**src/rtl/serial_paralelo.sv**
```systemverilog
`default_nettype none
// ============================================================================
// Module      : serial_paralelo
// Description : Receive-side deserializer. Hunts for the COMMA symbol on any
//               bit boundary, locks after COMMA_COUNT aligned COMMAs, then
//               delivers every aligned non-COMMA symbol as data.
// Revision    : 1.0 - initial release
// ============================================================================
module serial_paralelo #(
    parameter int                WIDTH       = 8,
    parameter logic [WIDTH-1:0]  COMMA       = 8'hBC,
    parameter int                COMMA_COUNT = 4
) (
    input  logic             clk_32f,
    input  logic             reset,
    input  logic             data_in,
    output logic [WIDTH-1:0] data_out,
    output logic             valid_out,
    output logic             byte_strobe,
    output logic             active
);

    localparam int                 c_cnt_w        = $clog2(WIDTH);
    localparam logic [c_cnt_w-1:0] c_last_bit     = c_cnt_w'(WIDTH - 1);
    localparam logic [3:0]         c_comma_target = 4'(COMMA_COUNT);

    typedef enum logic [1:0] {
        S_SEARCH  = 2'd0,
        S_LOCKING = 2'd1,
        S_ACTIVE  = 2'd2
    } state_t;

    state_t             r_state;
    // Only the newest WIDTH-1 bits are kept; the incoming bit completes the byte.
    logic [WIDTH-2:0]   r_sr;
    logic [c_cnt_w-1:0] r_bit_cnt;
    logic [3:0]         r_com_cnt;
    logic [WIDTH-1:0]   r_data_out;
    logic               r_valid_out;
    logic               r_byte_strobe;
    logic               r_active;

    logic [WIDTH-1:0]   w_nxt;
    logic               w_is_comma;
    logic               w_boundary;
    logic [3:0]         w_com_inc;

    assign w_nxt      = {r_sr, data_in};
    assign w_is_comma = (w_nxt == COMMA);
    assign w_boundary = (r_bit_cnt == c_last_bit);
    assign w_com_inc  = r_com_cnt + 4'd1;

    always_ff @(posedge clk_32f) begin
        if (reset) begin
            r_state       <= S_SEARCH;
            r_sr          <= '0;
            r_bit_cnt     <= '0;
            r_com_cnt     <= '0;
            r_data_out    <= '0;
            r_valid_out   <= 1'b0;
            r_byte_strobe <= 1'b0;
            r_active      <= 1'b0;
        end else begin
            r_sr          <= w_nxt[WIDTH-2:0];
            r_byte_strobe <= 1'b0;

            case (r_state)
                S_SEARCH: begin
                    if (w_is_comma) begin
                        r_bit_cnt <= '0;
                        r_com_cnt <= 4'd1;
                        if (COMMA_COUNT == 1) begin
                            r_state  <= S_ACTIVE;
                            r_active <= 1'b1;
                        end else begin
                            r_state  <= S_LOCKING;
                        end
                    end
                end

                S_LOCKING: begin
                    r_bit_cnt <= r_bit_cnt + 1'b1;
                    if (w_boundary) begin
                        if (w_is_comma) begin
                            r_com_cnt <= (w_com_inc >= c_comma_target) ? c_comma_target : w_com_inc;
                            if (w_com_inc >= c_comma_target) begin
                                r_state  <= S_ACTIVE;
                                r_active <= 1'b1;
                            end
                        end else begin
                            r_com_cnt <= '0;
                            r_state   <= S_SEARCH;
                        end
                    end
                end

                S_ACTIVE: begin
                    // Alignment is trusted once locked; garbage is passed as data.
                    r_bit_cnt <= r_bit_cnt + 1'b1;
                    if (w_boundary) begin
                        r_byte_strobe <= 1'b1;
                        if (w_is_comma) begin
                            r_valid_out <= 1'b0;
                        end else begin
                            r_data_out  <= w_nxt;
                            r_valid_out <= 1'b1;
                        end
                    end
                end

                default: begin
                    r_state <= S_SEARCH;
                end
            endcase
        end
    end

    assign data_out    = r_data_out;
    assign valid_out   = r_valid_out;
    assign byte_strobe = r_byte_strobe;
    assign active      = r_active;

endmodule
`default_nettype wire

```
**config.mk**
```make
export PLATFORM = sky130hd
export DESIGN_NAME = serial_paralelo
export DESIGN_NICKNAME = d
export VERILOG_FILES = /design/src/rtl/serial_paralelo.sv
export SDC_FILE = /design/constraint.sdc
export NUM_CORES = 1
export LEC_CHECK = 0
export CAP_MARGIN = 20
export CORE_MARGIN = 2
export CORE_UTILIZATION = 50
export DETAILED_ROUTE_END_ITERATION = 10
export DONT_BUFFER_PORTS = 1
export HOLD_SLACK_MARGIN = 0.08
export PLACE_DENSITY = 0.7
export SYNTH_ARGS = -nofsm -noshare
export SYNTH_HDL_FRONTEND = slang
export SYNTH_SLANG_ARGS = --single-unit
```
**constraint.sdc**
```tcl
create_clock -name clk_32f -period 4.65 [get_ports clk_32f]
set_clock_uncertainty 0.2 [all_clocks]
set_input_delay 0.2325 -clock clk_32f [delete_from_list [all_inputs] [get_ports clk_32f]]
set_output_delay 0.2325 -clock clk_32f [all_outputs]
set_load 0.005 [all_outputs]
```
Word-level counts from Yosys, hierarchy flattened
Cells that the tools add are included.
- register bits after elaboration: 27
- output and inout port bits: 11
- logic and storage cells: 45
- $add $sub $neg: 2
- magnitude comparators: 1
- eq/ne operators: 7
- muxes and demuxes: 14
- bitwise operators: 2
- reduce and logical (&&, ||, !) cells: 11
- operator list (kind ; count):
    two-way mux 4 bit ; 4
    equality test 8 bit (second input constant) ; 1
    two-way mux 2 bit ; 4
    one-hot mux 4 bit (2 select lines) ; 1
    AND reduction 4 bit ; 2
    one-hot mux 2 bit (3 select lines) ; 1
    one-hot mux 3 bit (2 select lines) ; 1
    AND reduction 3 bit ; 2
    adder 4 x 1 -> 4 bit (second input constant) ; 1
    >= comparator 4 x 3 -> 1 bit (second input constant) ; 1
    != test 2 bit (second input constant) ; 2
    AND reduction 2 bit ; 2
    nonzero test 2 bit ; 2
    OR reduction 2 bit ; 2
    adder 3 x 1 -> 3 bit (second input constant) ; 1
    equality test 3 bit (second input constant) ; 1
    two-way mux 3 bit ; 1
    != test 3 bit (second input constant) ; 1
    equality test 2 x 1 -> 1 bit (second input constant) ; 1
    equality test 2 bit (second input constant) ; 1
    logical NOT 2 bit ; 1
    two-way mux 1 bit ; 2
    NOT 1 bit ; 2

Longest topological paths before layout
- word-level depth: 6
- mapped depth: 6
- depth with buffers taken out: 6

Least setup slack after synthesis
OpenSTA, ideal clock, no wires.
- kind: register to register
- start: register r_state[1]
- end: register r_com_cnt[1]
- library setup time: 0.071 ns
- data arrival time: 1.491 ns
- setup slack: 2.888 ns
- cell stages (with the launch flop): 7
- path buffers: 0
- period minus slack after synthesis: 1.762 ns
- cells stage by stage: dfxtp_1 -> inv_1 -> ha_1 -> or2b_1 -> nand3_2 -> or4_1 -> a21oi_1
- cells in the longest elaborated chain, start to end: 3
- elaborated cells between the ends (all ways): 7
- RTL lines (item ; line ; text):
    from (decl) ; 33 ; state_t r_state;
    from (signal assigned) ; 55 ; r_state <= S_SEARCH;
    from (signal assigned) ; 73 ; r_state <= S_ACTIVE;
    from (signal assigned) ; 76 ; r_state <= S_LOCKING;
    equality test 2 x 1 -> 1 bit / logical NOT 2 bit (equally long branches) ; 67 ; case (r_state)
    != test 2 bit (no source line) / nonzero test 2 bit (equally long branches) ; - ;
    AND reduction 3 bit (no source line) ; - ;
    to (signal assigned) ; 85 ; r_com_cnt <= (w_com_inc >= c_comma_target) ? c_comma_target : w_com_inc;
    to (decl) ; 37 ; logic [3:0] r_com_cnt;
Parallel ways exist; a longest one is shown, timed or not.
A chain may end at the register's enable or synchronous reset.

Worst setup path in the final report
Same ends and word-level chain as after synthesis.

==> qor.txt <==
status: finished, final reports clean
Boundary Pins: 14
initial core utilization: 0.545
post-synth top area share: 0.491
drt initial violations: 6
worst-case clock buffer depth: 2
GPL Wtd Cong: 0.718
total wire length: 1.74 mm
crit-path cells: inv_1 > ha_1 > or2b_1 > nand3_2 > or4_1 > a21oi_1
Top Metal Used: met4
Num Clock Sinks: 27
RSZ-0062 raised after global routing: no
Core Region: 2020 um2
Die Span Y: 50.9 um
Leak: 0.429 nW
Seq cells post-synth: 27
first-pass GRT wire length: 3.08 mm
Clock Root Buffer: clkbuf_4
CP max FO: 5
CP Launch Point: r_state[1]$_SDFFE_PP0P_
Layout Cells excl Fill: 142
sequential area share after synthesis: 0.491
leading area contributor after synthesis: dfxtp_1
vias in the first global route: 733
main area contributors after synthesis: dfxtp_1 (49%), ha_1 (8.0%), mux2i_1 (7.3%), nor2_1 (4.4%), nor2b_1 (4.0%)
proportion of power drawn by the clock network: 0.286
post-route clock period utilization: 0.420
post-CTS sizing: 0
sequential share of power: 0.695
Horiz. Die Dim: 50.9 um
largest net degree at the start of global routing: 29
Worst-Skew Late Latency: 0.32 ns
Die ar.: 2590 um2
setup ws final: 2.70 ns
Min-Delay Path Class: in2reg
worst reg-to-reg setup slack: 2.70 ns
relative slew slack: 0.363
Net Sw Power: 0.0674 mW
hpwl dp: 1.26 mm
Sum Neg Setup Slack: 0 ns
drt pass-1 iters: 4
initial antenna violation count: 0
VDD IR max: 0.000277 V
critical path type: reg2reg
Num CTS Buffers: 3
Slew Limit Fails: 0
final setup vio count: 0
Nets: 126
worst hold start: data_in
Place WS: 2.74 ns
Syn Nets: 122
WL met3: 63 um
FP Rows: 16
CTS tree: built
Final Hold Fails: 0
Worst EP arrival: 2.00 ns
fmax: 512 MHz
fraction of layout cells with a size suffix above 1: 0.0696
PwrDens: 287 nW/um2
slowest CP cell: or4_1
synth warn: 0
Distinct cells, synth: 31
routed length on met2: 798 um
DR WL/cell: 12.2 um
Startpoint Class: flip-flop
grt total ovfl: 0
Internal: 0.269 mW
cells after synthesis: 112
leading cell types in the layout, fill and taps excluded: dfxtp_1 (27), nor2_1 (13), nand2_1 (8), mux2i_1 (8), a21oi_1 (8)
I/O Buffers: 0
Net Sw Frac: 0.200
post-route ant nets: 0
routed vias: 752
Post-Syn Area: 1100 um2
endpoint class of the critical path: flip-flop
Antenna diodes: 0
CP peak stage delay: 0.51 ns
drt drc: 0
average size of a mapped cell: 9.83 um2
max capacitance violation total: 0
CTS H-Tree Depth: 1
clock transition at the registers of the reported paths: 0.13 ns
routed vias/inst: 5.30
Logic pwr share: 0.019
Area Overhead vs Synth: 6.25%
overall global routing resource usage: 0.157
most common cell after layout, fill and taps aside: dfxtp_1
post-route met1 wirelength: 849 um
Required @ worst endpoint: 4.70 ns
Worst-Margin Slew: 0.953 ns
worst reg2reg startpoint: r_state[1]$_SDFFE_PP0P_
Placed Cells: 136
min cycle time layout: 1.95 ns
## power by group through the flow
stage / registers [mW] / logic [mW] / clock network (mW)
after global placement: 0.239 / 0.00178 / 0
after global routing: 0.234 / 0.00711 / 0.108
final: 0.234 / 0.00655 / 0.0960
after floorplan: 0.238 / 0.00466 / 0
after CTS: 0.234 / 0.00657 / 0.103
after detailed placement: 0.239 / 0.00182 / 0
## area by class of cell
| class | count | area [um2] |
|---|---|---|
| fillers | 187 | 852 |
| flip-flops and latches | 27 | 541 |
| inverters | 4 | 15.0 |
| clock buffers | 4 | 26.3 |
| multi-input cells | 78 | 534 |
| well taps | 27 | 33.8 |
| repair buffers | 2 | 20.0 |
## logic make-up (layout without fill, tap and decap cells)
logic type / count (synthesis) / count (layout) / share of synthesized area
buf+inv: 7 / 10 / 0.0239
compound gates: 18 / 18 / 0.108
fa+ha+maj: 7 / 7 / 0.0795
mux: 8 / 8 / 0.0727
simple gates: 45 / 45 / 0.225
flops: 27 / 27 / 0.491
## Yosys cell counts, drive strengths merged
master	instances
dfxtp	27
nor2	14
a21oi	8
mux2i	8
nand2	8
ha	7
nor2b	7
inv	4
o21ai	4
clkbuf	3
a32oi	2
nand2b	2
nand3	2
a211oi	1
a21bo	1
and2	1
and3	1
and3b	1
and4b	1
and4bb	1
nand3b	1
nand4	1
nor3	1
nor3b	1
o311a	1
o31ai	1
or2	1
or2b	1
or4	1
## state kept, by name, summed over array words and instances (netlist names)
register,flops
data_out,8
r_sr,7
r_com_cnt,4
r_bit_cnt,3
r_state,2
active,1
byte_strobe,1
valid_out,1
## critical path: cells and delay by family, from the launching register on
kind,cells,cell delay [ns]
AND/OR/NAND/NOR,3,0.82
flip-flops,1,0.39
adder cells (fa/ha/maj),1,0.25
AO/OA/AOI/OAI,1,0.14
buffers and inverters,1,0.09
## layer usage
layer  vias up  GRT usage
met5         -          0
met4         0     0.0541
met3         4     0.0439
met2         9      0.264
met1       347      0.191
li1        392          -
## worst paths after layout
check,end,cells after the start
worst max register to register,r_com_cnt[1]$_SDFFE_PP0P_,6
worst max-delay path,r_com_cnt[1]$_SDFFE_PP0P_,6
worst min register to register,active$_SDFFE_PP0P_,2
worst min-delay path,r_com_cnt[0]$_SDFFE_PP0P_,4
## metrics by stage
step | power, mW | util | instance area (um2) | hold WS [ns]
final | 0.336 | 0.579 | 1170 | 0.247
after global routing | 0.349 | 0.579 | 1170 | 0.255
after CTS | 0.343 | 0.579 | 1170 | 0.240
after detailed placement | 0.241 | 0.556 | 1120 | 0.106
after global placement | 0.241 | 0.556 | 1120 | 0.105
after floorplan | 0.243 | - | 1100 | 0.161
## timing repair
item / in CTS / in global routing
endpoints found under the setup margin: 0 / 0
hold buffers: 2 / 0
endpoints found under the hold margin: 27 / 0
setup buffers: 0 / 0
No activity file was read; power rests on OpenSTA's default activity.
